--- src/rtl/panel_rx.sv ---
// panel_rx: LED panel scan receiver.
// Rebuilds latched scanlines and streams them as tagged pixels.
module panel_rx #(
  parameter int SYNC_STAGES = 2
) (
  input  logic        clk_in,
  input  logic        reset,
  input  logic        p_clk,
  input  logic        p_lat,
  input  logic        p_oe_n,
  input  logic [5:0]  p_rgb,
  input  logic [2:0]  p_abc,
  output logic        out_valid,
  input  logic        out_ready,
  output logic [5:0]  out_rgb,
  output logic [5:0]  out_col,
  output logic [2:0]  out_line,
  output logic        out_last,
  output logic [15:0] out_on_cycles,
  output logic        err_count,
  output logic        err_drop
);

  localparam int W = 12;

  typedef enum logic {IDLE, STREAM} state_t;

  logic [W-1:0] sync_q [SYNC_STAGES];
  logic [W-1:0] s;
  logic         s_clk, s_lat, s_oe_n;
  logic [5:0]   s_rgb;
  logic [2:0]   s_abc;
  logic         clk_q, lat_q;
  logic         shift_ev, lat_ev, xfer;

  logic [5:0]   sr      [64];
  logic [5:0]   sr_next [64];
  logic [5:0]   row     [64];
  logic [6:0]   cnt, cnt_next;
  logic [15:0]  on_cnt, on_next;
  state_t       state, state_d;

  always_ff @(posedge clk_in) begin
    if (reset) begin
      for (int i = 0; i < SYNC_STAGES; i++)
        sync_q[i] <= '0;
      clk_q <= 1'b0;
      lat_q <= 1'b0;
    end else begin
      sync_q[0] <= {p_clk, p_lat, p_oe_n, p_rgb, p_abc};
      for (int i = 1; i < SYNC_STAGES; i++)
        sync_q[i] <= sync_q[i-1];
      clk_q <= s_clk;
      lat_q <= s_lat;
    end
  end

  assign s        = sync_q[SYNC_STAGES-1];
  assign s_clk    = s[11];
  assign s_lat    = s[10];
  assign s_oe_n   = s[9];
  assign s_rgb    = s[8:3];
  assign s_abc    = s[2:0];
  assign shift_ev = s_clk & ~clk_q;
  assign lat_ev   = s_lat & ~lat_q;

  // Newest pixel enters at column 63 so the first one ends at column 0.
  always_comb begin
    for (int k = 0; k < 63; k++)
      sr_next[k] = shift_ev ? sr[k+1] : sr[k];
    sr_next[63] = shift_ev ? s_rgb : sr[63];
  end

  assign cnt_next = (shift_ev && cnt != 7'd127) ? cnt + 7'd1 : cnt;
  assign on_next  = (!s_oe_n && on_cnt != 16'hFFFF) ? on_cnt + 16'd1
                                                    : on_cnt;

  assign out_valid = (state == STREAM);
  assign out_rgb   = row[out_col];
  assign out_last  = out_valid && (out_col == 6'd63);
  assign xfer      = out_valid && out_ready;

  always_comb begin
    state_d = state;
    unique case (state)
      IDLE:   if (lat_ev) state_d = STREAM;
      STREAM: if (xfer && out_col == 6'd63) state_d = IDLE;
      default: state_d = IDLE;
    endcase
  end

  always_ff @(posedge clk_in) begin
    if (reset) begin
      state <= IDLE;
    end else begin
      state <= state_d;
    end
  end

  always_ff @(posedge clk_in) begin
    if (reset) begin
      for (int k = 0; k < 64; k++) begin
        sr[k]  <= '0;
        row[k] <= '0;
      end
      cnt           <= '0;
      on_cnt        <= '0;
      out_col       <= '0;
      out_line      <= '0;
      out_on_cycles <= '0;
      err_count     <= 1'b0;
      err_drop      <= 1'b0;
    end else begin
      sr     <= sr_next;
      cnt    <= lat_ev ? 7'd0 : cnt_next;
      on_cnt <= lat_ev ? 16'd0 : on_next;
      if (xfer)
        out_col <= out_col + 6'd1;
      if (lat_ev) begin
        if (cnt_next != 7'd64)
          err_count <= 1'b1;
        if (state == IDLE) begin
          row           <= sr_next;
          out_line      <= s_abc;
          out_on_cycles <= on_next;
        end else begin
          err_drop <= 1'b1;
        end
      end
    end
  end

endmodule

--- config.mk ---
export PLATFORM = sky130hd
export DESIGN_NAME = panel_rx
export DESIGN_NICKNAME = d
export VERILOG_FILES = /design/src/rtl/panel_rx.sv
export SDC_FILE = /design/constraint.sdc
export NUM_CORES = 1
export LEC_CHECK = 0
export CORE_AREA = 4 4 332 334
export DETAILED_ROUTE_END_ITERATION = 6
export DIE_AREA = 0 0 336 338
export MAX_ROUTING_LAYER = met4
export SLEW_MARGIN = 25
export SYNTH_ARGS = -nofsm -noshare
export SYNTH_HDL_FRONTEND = slang
export SYNTH_SLANG_ARGS = --single-unit
--- constraint.sdc ---
create_clock -name clk_in -period 3.9 [get_ports clk_in]
set_input_delay 0.39 -clock clk_in [delete_from_list [all_inputs] [get_ports clk_in]]
set_output_delay 0.39 -clock clk_in [all_outputs]
set_load 0.05 [all_outputs]
==> impl_metrics.env, run 1 <==
export IMPL_status="finished, final reports clean"
export IMPL_die_width_um=336
export IMPL_unrepaired_setup_endpoints_after_global_routing="no"
export IMPL_synthesis_instances=3061
export IMPL_yosysWarningCount=0
export IMPL_detailed_place_hpwl_um=39900
export IMPL_antenna_found_initial=0
export IMPL_syn_area_um2=31900
export IMPL_final_period_minus_worst_setup_slack_ps=3690
export IMPL_clock_tree_buffer_depth=3
export IMPL_most_area_hungry_cell_type_in_the_yosys_netlist="dfxtp_1"
export IMPL_grt_pass1_vias=20400
export IMPL_grt_max_degree=269
export IMPL_die_area_um2=114000
export IMPL_slew_headroom_pct=37.4
export IMPL_ys_seq_area_share_pct=53.0
export IMPL_clkLatencyLatePin_ps=630
export IMPL_cts_root_buf="clkbuf_16"
export IMPL_n_diodes=0
export IMPL_yosysTopAreaCellShare_pct=53.0
export IMPL_dr_iter_0_viols=1515
export IMPL_synthTopCellsByCount="845 x dfxtp_1, 826 x nor2_1, 401 x a211oi_1"
export IMPL_placement_io_buffers=49
export IMPL_drc=0
export IMPL_clkSlewWorstSetupHoldPaths_ps=60
export IMPL_cp_slowest_stage_delay_ps=640
export IMPL_distinct_cell_type_count_after_synthesis=50
export IMPL_finalNetCount=2991
export IMPL_ir_worst_vdd_v=0.000317
export IMPL_synth_ff_type="dfxtp_1"
export IMPL_routed_via_count=21100
export IMPL_global_route_wire_length_before_repair_um=108000
export IMPL_synth_edf_count=0
export IMPL_pin_count=50
export IMPL_post_drt_wl_per_cell_um=14.7
export IMPL_routed_wirelength_um=65100
export IMPL_post_drt_via_cell_ratio=4.75
export IMPL_worst_clock_skew_ps=21.5
export IMPL_mappedNetlistNets=3079
export IMPL_cell_repeated_most_along_the_worst_path="nor4_1"
export IMPL_worstPathRequired_ps=3510
export IMPL_max_freq_mhz=271
export IMPL_leakagePower_uw=0.0141
export IMPL_worst_setup_path_start_kind="register"
export IMPL_actual_transition_at_the_worst_max_transition_pin_ps=939
export IMPL_dieHeight_um=338
export IMPL_synth_seq_cells=845
export IMPL_h_tree_levels=3
export IMPL_post_route_cells_drive_above_1_share_pct=9.63
export IMPL_asyncSetResetFlopFracSynth_pct=0
export IMPL_powerDensity_nw_per_um2=493
export IMPL_cp_max_fo=24
export IMPL_core_box_area_um2=107000
export IMPL_timing_setup_tns_ps=0
export IMPL_numClockSinks=845
export IMPL_hold_path_class="in -> reg"
export IMPL_tritoncts_num_buffers=83
export IMPL_syn2layout_area_growth_pct=13.8
export IMPL_crit_slowest_cell="dfxtp_4"
export IMPL_synthTopCellsByArea="dfxtp_1 53%, mux2i_1 12%, nor2_1 9.7%, a211oi_1 9.4%, mux4_2 7.3%"
export IMPL_replace_congestion=0.745
export IMPL_path_cells="buf_6 -> mux4_2 -> o22ai_1 -> nor4_1 -> nor4_1 -> nand3_1 -> buf_4"
export IMPL_total_power_uw=17900
export IMPL_grt_usage_pct=11.8
export IMPL_timing_worst_setup_path_type="reg -> out"
export IMPL_hold_viol=0
export IMPL_cts_tree="built"
export IMPL_final_max_slew_violation_count=0
export IMPL_drt_first_pass_iters=5
export IMPL_finalSetupViolCount=0
export IMPL_worst_setup_path_end_kind="output pin"
export IMPL_avgSynthCellArea_um2=10.4
export IMPL_timing_critical_path_arrival_ps=3300
export IMPL_std_cell_rows=120
export IMPL_max_cap_violations=0
export IMPL_share_of_the_cycle_needed_by_the_critical_path_after_routing_pct=94.7
export IMPL_drtAntennaViolNets=0
export IMPL_floorplan_initialDensity_pct=29.9
export IMPL_global_route_overflow_total=0
export IMPL_synth_most_common_cell="dfxtp_1"
-- where the power goes --
| part | internal (uW) | switching [uW] | total, uW |
|---|---|---|---|
| clock | 4670 | 3300 | 7960 |
| combinational | 400 | 559 | 960 |
| sequential | 8860 | 138 | 9000 |
-- cell families (layout without fill, tap and decap cells) --
family	Yosys count	after routing	synth area share (%)
buffers and inverters	267	238	3.76
flip-flops	845	845	53.0
XOR/XNOR	21	21	0.576
adder cells (fa/ha/maj)	3	3	0.118
multiplexers	504	504	19.8
AO/OA/AOI/OAI	463	463	10.7
AND/OR/NAND/NOR	958	958	12.0
-- registers in the layout, summed over array words and instances, names as in the netlist, 3 cells and up --
| name | cells |
|---|---|
| row | 384 |
| sync_q | 24 |
| cnt | 7 |
| out_line | 3 |
| on_cnt | 16 |
| out_on_cycles | 16 |
| out_col | 6 |
| sr | 384 |
-- worst max-delay path: cells and delay by family (launching register included) --
family | cells | cell delay (ps)
AND/OR/NAND/NOR | 3 | 700
buffers and inverters | 2 | 580
flip-flops | 1 | 640
multiplexers | 1 | 550
AO/OA/AOI/OAI | 1 | 180
-- metal layers --
layer  routed length [um]  vias to the layer above  share of wire [%]  track usage [%]
met1                32200                     9982                 49             16.2
met2                29200                      276                 45             18.1
li1                     -                    10700                  -                -
met5                    0                        -                  0                -
met3                 2390                      102                3.7             2.01
met4                 1290                        0                2.0             3.07
-- layout make-up --
class	instances	area (um^2)
repair buffers	91	1100
flip-flops and latches	845	16900
inverters	3	11.3
multi-input cells	1949	13800
fillers	10800	70600
clock buffers	120	2400
well taps	1403	1760
clock inverters	24	307
-- metrics by stage --
stage | hold WS, ps | cells | setup slack, ps | utilization [%] | instance area, um^2
after global routing | 259 | 4435 | 60.2 | 34.0 | 36300
after CTS | 220 | 4433 | 19.4 | 33.9 | 36300
final | 255 | 4435 | 208 | 34.0 | 36300
after detailed placement | 424 | 4288 | 537 | 31.4 | 33600
after global placement | 417 | 4288 | 500 | 31.4 | 33600
after floorplan | 414 | 3061 | 249 | - | 31900
-- layout by cell type (no fill, tap or decap), drive strengths merged, types with 15 or more instances in the layout --
master and count:
a211oi 401, buf 49, clkbuf 120, clkdlybuf4s50 42, dfxtp 845, mux2i 397, mux4 103, nand2 36
nor2 826, nor2b 33, xor2 15
-- final timing paths --
path / from / to / slack [ps] / cells after the start
worst max register to register: sync_q[0][22] / row[292] / 1390 / 6
worst max-delay path: out_col[1] / out_rgb[2] / 210 / 7
worst min-delay path: reset / sync_q[0][9] / 260 / 2
worst min register to register: sync_q[0][12] / out_line[0] / 430 / 2
-- what timing repair did --
item	CTS	global route
gates resized for setup	0	1
hold buffers	0	0
hold endpoints to repair	0	0
buffers inserted	1	1
setup endpoints to repair	1	3
Power figures use the tool's default switching activity.
==> inputs of run 2 (changes only) <==
--- a/config.mk
+++ b/config.mk
@@ -9,6 +9,7 @@
 export DETAILED_ROUTE_END_ITERATION = 6
 export DIE_AREA = 0 0 336 338
 export MAX_ROUTING_LAYER = met4
+export REMOVE_ABC_BUFFERS = 1
 export SLEW_MARGIN = 25
 export SYNTH_ARGS = -nofsm -noshare
 export SYNTH_HDL_FRONTEND = slang
==> run 2 against run 1 <==
Power increased by 5.3%. Sequential cell count unchanged. Count of clock-buffer cells in the layout rose by 13. Largest cell class unchanged.
==> impl_metrics.env, run 2 (synthesis results as in run 1) <==
export IMPL_cp_endpoint="out_rgb[2]"
export IMPL_floorplan_initialDensity_pct=29.9
export IMPL_max_freq_mhz=263
export IMPL_power_frac_clock_pct=47.2
export IMPL_slew_headroom_pct=43.0
export IMPL_leakagePower_uw=0.0144
export IMPL_mostFrequentLayoutCell="dfxtp_1"
export IMPL_hold_path_class="in -> reg"
export IMPL_clkSlewWorstSetupHoldPaths_ps=60
export IMPL_n_diodes=0
export IMPL_max_cap_violations=0
export IMPL_clkLatencyLatePin_ps=660
export IMPL_final_core_utilization_pct=34.5
export IMPL_regArea_um2=16900
export IMPL_final_max_slew_violation_count=0
export IMPL_syn2layout_area_growth_pct=15.5
export IMPL_total_power_uw=18900
export IMPL_worst_setup_path_end_kind="output pin"
export IMPL_power_share_switching_pct=22.4
export IMPL_cts_root_buf="clkbuf_16"
export IMPL_pin_count=50
export IMPL_post_drt_wl_per_cell_um=14.6
export IMPL_die_area_um2=114000
export IMPL_worst_clock_skew_ps=27.6
export IMPL_grt_pass1_vias=20500
export IMPL_drt_first_pass_iters=5
export IMPL_power_frac_seq_pct=47.7
export IMPL_worst_setup_path_start_kind="register"
export IMPL_global_route_wire_length_before_repair_um=108000
export IMPL_hold_viol=0
export IMPL_global_route_overflow_total=0
export IMPL_grt_usage_pct=11.7
export IMPL_worst_reg2reg_path_length_in_cells=5
export IMPL_source_of_the_worst_register_to_register_timing_path="sync_q[0][22]"
export IMPL_reg_largest_list="row x384, sr x384, sync_q x24"
export IMPL_placement_io_buffers=49
export IMPL_power_combinational_fraction_pct=5.1
export IMPL_numClockSinks=845
export IMPL_cp_max_fo=18
export IMPL_final_period_minus_worst_setup_slack_ps=3800
export IMPL_antenna_found_initial=0
export IMPL_actual_transition_at_the_worst_max_transition_pin_ps=851
export IMPL_p_sw_uw=4230
export IMPL_timing_critical_path_arrival_ps=3410
export IMPL_worst_slack_ps=102
export IMPL_powerDensity_nw_per_um2=512
export IMPL_setup_worst_path_start="out_col[2]"
export IMPL_timing_setup_tns_ps=0
export IMPL_tritoncts_num_buffers=92
export IMPL_finalNetCount=3008
export IMPL_post_drt_via_cell_ratio=4.76
export IMPL_drc=0
export IMPL_multi_input_comb_area_um2=13800
export IMPL_drtAntennaViolNets=0
export IMPL_finish_cell_count_without_fillers=4462
export IMPL_place_ws_ps=462
export IMPL_timing_worst_setup_path_type="reg -> out"
export IMPL_unrepaired_setup_endpoints_after_global_routing="no"
export IMPL_clock_tree_buffer_depth=3
export IMPL_grt_max_degree=147
export IMPL_numPlacedInstances=4296
export IMPL_replace_congestion=0.742
export IMPL_std_cell_rows=120
export IMPL_status="finished, final reports clean"
export IMPL_finalSetupViolCount=0
export IMPL_reg2reg_slack_ps=1390
export IMPL_share_of_the_cycle_needed_by_the_critical_path_after_routing_pct=97.4
export IMPL_cts_tree="built"
export IMPL_h_tree_levels=3
export IMPL_post_route_cells_drive_above_1_share_pct=10.6
export IMPL_leading_cell_types_in_the_layout_fill_and_taps_excluded="841 x dfxtp_1, 826 x nor2_1, 401 x a211oi_1"
export IMPL_worstPathRequired_ps=3510
export IMPL_detailed_place_hpwl_um=39700
export IMPL_routed_wirelength_um=65100
export IMPL_die_width_um=336
export IMPL_dr_iter_0_viols=1196
export IMPL_num_fill_cells=10800
export IMPL_core_box_area_um2=107000
export IMPL_routed_via_count=21200
export IMPL_endpoint_of_the_most_critical_register_to_register_path="row[262]"
export IMPL_dieHeight_um=338
export IMPL_ir_worst_vdd_v=0.000414
export IMPL_cell_internal_pwr_uw=14600
run 2: cell count changes in the layout (fill, tap and decap cells not counted), sizes merged:
| cell | before | now |
|---|---|---|
| inv | 5 | 7 |
| buf | 49 | 57 |
| bufinv | 6 | 7 |
| clkinv | 13 | 16 |
| clkbuf | 120 | 133 |
run 2: critical path, cell delays in order, from the launching register on:
cell and delay [ps]:
dfxtp_4 510, buf_4 410, mux4_2 360, mux2i_1 180, nor3_1 70, nor4_1 620
nand3_1 310, buf_4 280
run 2: per-stage QoR:
stage | hold WS, ps | cell area, um^2
floorplan | 411 | 30700
global placement | 418 | 33600
detailed placement | 423 | 33600
CTS | 187 | 36800
global route | 210 | 36900
finish | 193 | 36900
run 2: final cells by class:
cell class | count | area share [%]
clock buffers | 133 | 7.45
flip-flops and latches | 845 | 45.9
inverters | 3 | 0.0305
multi-input cells | 1949 | 37.5
clock inverters | 30 | 1.11
well taps | 1403 | 4.76
repair buffers | 99 | 3.20
run 2: power by group through the flow:
| stage | logic (uW) | clock network [uW] | registers [uW] |
|---|---|---|---|
| final | 969 | 8900 | 9000 |
| after global placement | 956 | 0 | 9200 |
| after floorplan | 1140 | 0 | 9190 |
| after global routing | 1080 | 9490 | 9020 |
| after CTS | 978 | 9160 | 9000 |
| after detailed placement | 970 | 0 | 9190 |
run 2: worst min-delay path by stage:
stage	cells after the start	endpoint	startpoint	slack, ps
6_report	2	sync_q[0][11]	reset	190
5_1_grt	2	sr[336]	reset	210
4_1_cts	2	sync_q[0][11]	reset	190
3_5_place_dp	1	sync_q[0][17]	sync_q[0][5]	420
3_3_place_gp	1	sync_q[0][13]	sync_q[0][1]	420
2_1_floorplan	2	out_line[0]	sync_q[0][12]	410
run 2: timing repair:
action                     CTS  global route
setup buffers                2             1
setup endpoints to repair    6             2
hold buffers                 0             0
gates resized for setup      1             0
run 2: metal layers:
layer	part of all wire [%]	GRT usage, %
met3	4.1	2.59
met2	44	18.0
met1	50	15.9
met4	1.8	2.89
met5	0	-
==> inputs of run 3 (changes only) <==
--- a/config.mk
+++ b/config.mk
@@ -6,6 +6,7 @@
 export NUM_CORES = 1
 export LEC_CHECK = 0
 export CORE_AREA = 4 4 332 334
+export CTS_BUF_LIST = sky130_fd_sc_hd__clkbuf_8
 export DETAILED_ROUTE_END_ITERATION = 6
 export DIE_AREA = 0 0 336 338
 export MAX_ROUTING_LAYER = met4
==> run 3 against run 2 <==
The flow now finishes with violations (design-rule violations). Final area decreased by 0.42%. Largest power group unchanged. Utilization decreased by 0.15 points. Global-route usage increased by 0.25 points. Final cell count increased by 2.2%. Sequential share of layout area increased by 0.20 points. First-iteration DRC count decreased by 2.0%. Critical path type unchanged. Die area unchanged. Clock power decreased by 11%. Fmax increased by 1.8%. Worst hold slack got worse by 54 ps. Critical path depth decreased by 1. Non-clock buffer count increased by 6.
==> impl_metrics.env, run 3 (synthesis results as in run 1) <==
export IMPL_status="complete, but fails checks"
export IMPL_failed_checks="design-rule violations"
export IMPL_unrepaired_setup_endpoints_after_global_routing="no"
export IMPL_worst_slack_ps=171
export IMPL_power_frac_clock_pct=44.2
export IMPL_final_max_slew_violation_count=0
export IMPL_numClockSinks=845
export IMPL_detailed_place_hpwl_um=39700
export IMPL_leakagePower_uw=0.0146
export IMPL_grtUsageMet1_pct=15.9
export IMPL_final_period_minus_worst_setup_slack_ps=3730
export IMPL_h_tree_levels=4
export IMPL_post_drt_wl_per_cell_um=14.5
export IMPL_timing_setup_tns_ps=0
export IMPL_antenna_found_initial=0
export IMPL_endpoint_of_the_most_critical_register_to_register_path="row[262]"
export IMPL_post_route_cells_drive_above_1_share_pct=12.2
export IMPL_dieHeight_um=338
export IMPL_cp_max_fo=18
export IMPL_syn2layout_area_growth_pct=15.0
export IMPL_global_route_overflow_total=0
export IMPL_routed_wirelength_um=66000
export IMPL_clock_tree_buffer_depth=3
export IMPL_mostFrequentLayoutCell="dfxtp_1"
export IMPL_actual_transition_at_the_worst_max_transition_pin_ps=823
export IMPL_power_share_switching_pct=24.3
export IMPL_dr_iter_0_viols=1172
export IMPL_path_cells="buf_4 -> mux4_2 -> mux4_2 -> nor3_1 -> nor3_1 -> buf_12"
export IMPL_final_core_utilization_pct=34.4
export IMPL_share_of_the_cycle_needed_by_the_critical_path_after_routing_pct=95.6
export IMPL_global_route_wire_length_before_repair_um=109000
export IMPL_cts_root_buf="clkbuf_8"
export IMPL_finalSetupViolCount=0
export IMPL_drc=1
export IMPL_cts_tree="built"
export IMPL_min_to="sync_q[0][10]"
export IMPL_worst_setup_path_start_kind="register"
export IMPL_worstPathRequired_ps=3510
export IMPL_reg2reg_slack_ps=1410
export IMPL_setup_worst_path_start="out_col[2]"
export IMPL_reg_largest_list="row x384, sr x384, sync_q x24"
export IMPL_hold_path_class="in -> reg"
export IMPL_power_combinational_fraction_pct=5.4
export IMPL_place_ws_ps=462
export IMPL_source_of_the_worst_register_to_register_timing_path="sync_q[0][22]"
export IMPL_drt_first_pass_iters=7
export IMPL_drtAntennaViolNets=0
export IMPL_std_cell_rows=120
export IMPL_total_power_uw=17900
export IMPL_powerDensity_nw_per_um2=486
export IMPL_grt_met3_usage_pct=2.80
export IMPL_floorplan_initialDensity_pct=29.9
export IMPL_cp_num_buf_inv=2
export IMPL_post_drt_via_cell_ratio=4.71
export IMPL_max_freq_mhz=268
export IMPL_placement_io_buffers=49
export IMPL_top_usage_layer_grt="met2"
export IMPL_path_delay_family="multiplexers"
export IMPL_routed_via_count=21500
export IMPL_power_frac_seq_pct=50.4
export IMPL_layout_cell_area_non_filler_um2=36700
export IMPL_die_width_um=336
export IMPL_core_box_area_um2=107000
export IMPL_grt_max_degree=147
export IMPL_grt_pass1_vias=21100
export IMPL_global_route_usage_met2_pct=18.1
export IMPL_worst_clock_skew_ps=43.4
export IMPL_ir_worst_vdd_v=0.000314
export IMPL_tritoncts_num_buffers=145
export IMPL_finalNetCount=3067
export IMPL_leading_cell_types_in_the_layout_fill_and_taps_excluded="841 x dfxtp_1, 826 x nor2_1, 400 x a211oi_1"
export IMPL_postPlaceCellArea_um2=33600
export IMPL_die_area_um2=114000
export IMPL_n_diodes=0
export IMPL_max_cap_violations=0
export IMPL_hold_path_cell_count=2
export IMPL_crit_slowest_cell="dfxtp_4"
export IMPL_pin_count=50
export IMPL_clkSlewWorstSetupHoldPaths_ps=60
export IMPL_slew_headroom_pct=45.2
export IMPL_clkLatencyLatePin_ps=820
export IMPL_hold_viol=0
export IMPL_worst_setup_path_end_kind="output pin"
export IMPL_timing_worst_setup_path_type="reg -> out"
export IMPL_cell_internal_pwr_uw=13500
export IMPL_p_sw_uw=4330
export IMPL_timing_critical_path_arrival_ps=3340
export IMPL_worst_reg2reg_path_length_in_cells=5
export IMPL_grt_usage_pct=12.0
export IMPL_cp_slowest_stage_delay_ps=510
export IMPL_hold_path_startpoint="p_lat"
export IMPL_replace_congestion=0.742
-- run 3: layout make-up --
cell class,count,area [um^2]
Clock buffer,179,2460
Clock inverter,77,459
Fill cell,10900,70200
Inverter,3,11.3
Multi-Input combinational cell,1949,13900
Sequential cell,845,16900
Tap cell,1403,1760
Timing Repair Buffer,105,1250
-- run 3: power groups by stage --
| stage | Combinational [uW] | Clock, uW | Sequential, uW |
|---|---|---|---|
| detailed placement | 970 | 0 | 9190 |
| global route | 1080 | 8550 | 9020 |
| finish | 971 | 7890 | 9000 |
| global placement | 956 | 0 | 9200 |
| floorplan | 1140 | 0 | 9190 |
| CTS | 985 | 8200 | 9000 |
-- run 3: routing by layer --
metal | up-vias | part of all wire (%)
li1 | 10900 | -
met1 | 10200 | 50
met2 | 275 | 44
met3 | 123 | 4.2
met4 | 0 | 2.2
met5 | - | 0
-- run 3: worst max-delay path by stage --
stage / end / cells past startpoint
floorplan: row[0] / 3
global placement: out_rgb[0] / 6
detailed placement: out_rgb[0] / 6
CTS: out_rgb[3] / 7
global route: out_rgb[0] / 6
finish: out_rgb[5] / 6
-- run 3: what timing repair did --
action	4_1_cts	5_1_grt
setup buffers	8	0
gates resized for setup	2	5
hold endpoints to repair	14	0
setup endpoints to repair	6	3
hold buffers	1	0
-- run 3: stage by stage --
step / hold WS (ps) / cells
global route: 104 / 4561
detailed placement: 423 / 4296
global placement: 418 / 4296
floorplan: 411 / 2797
finish: 139 / 4561
CTS: 43.6 / 4561
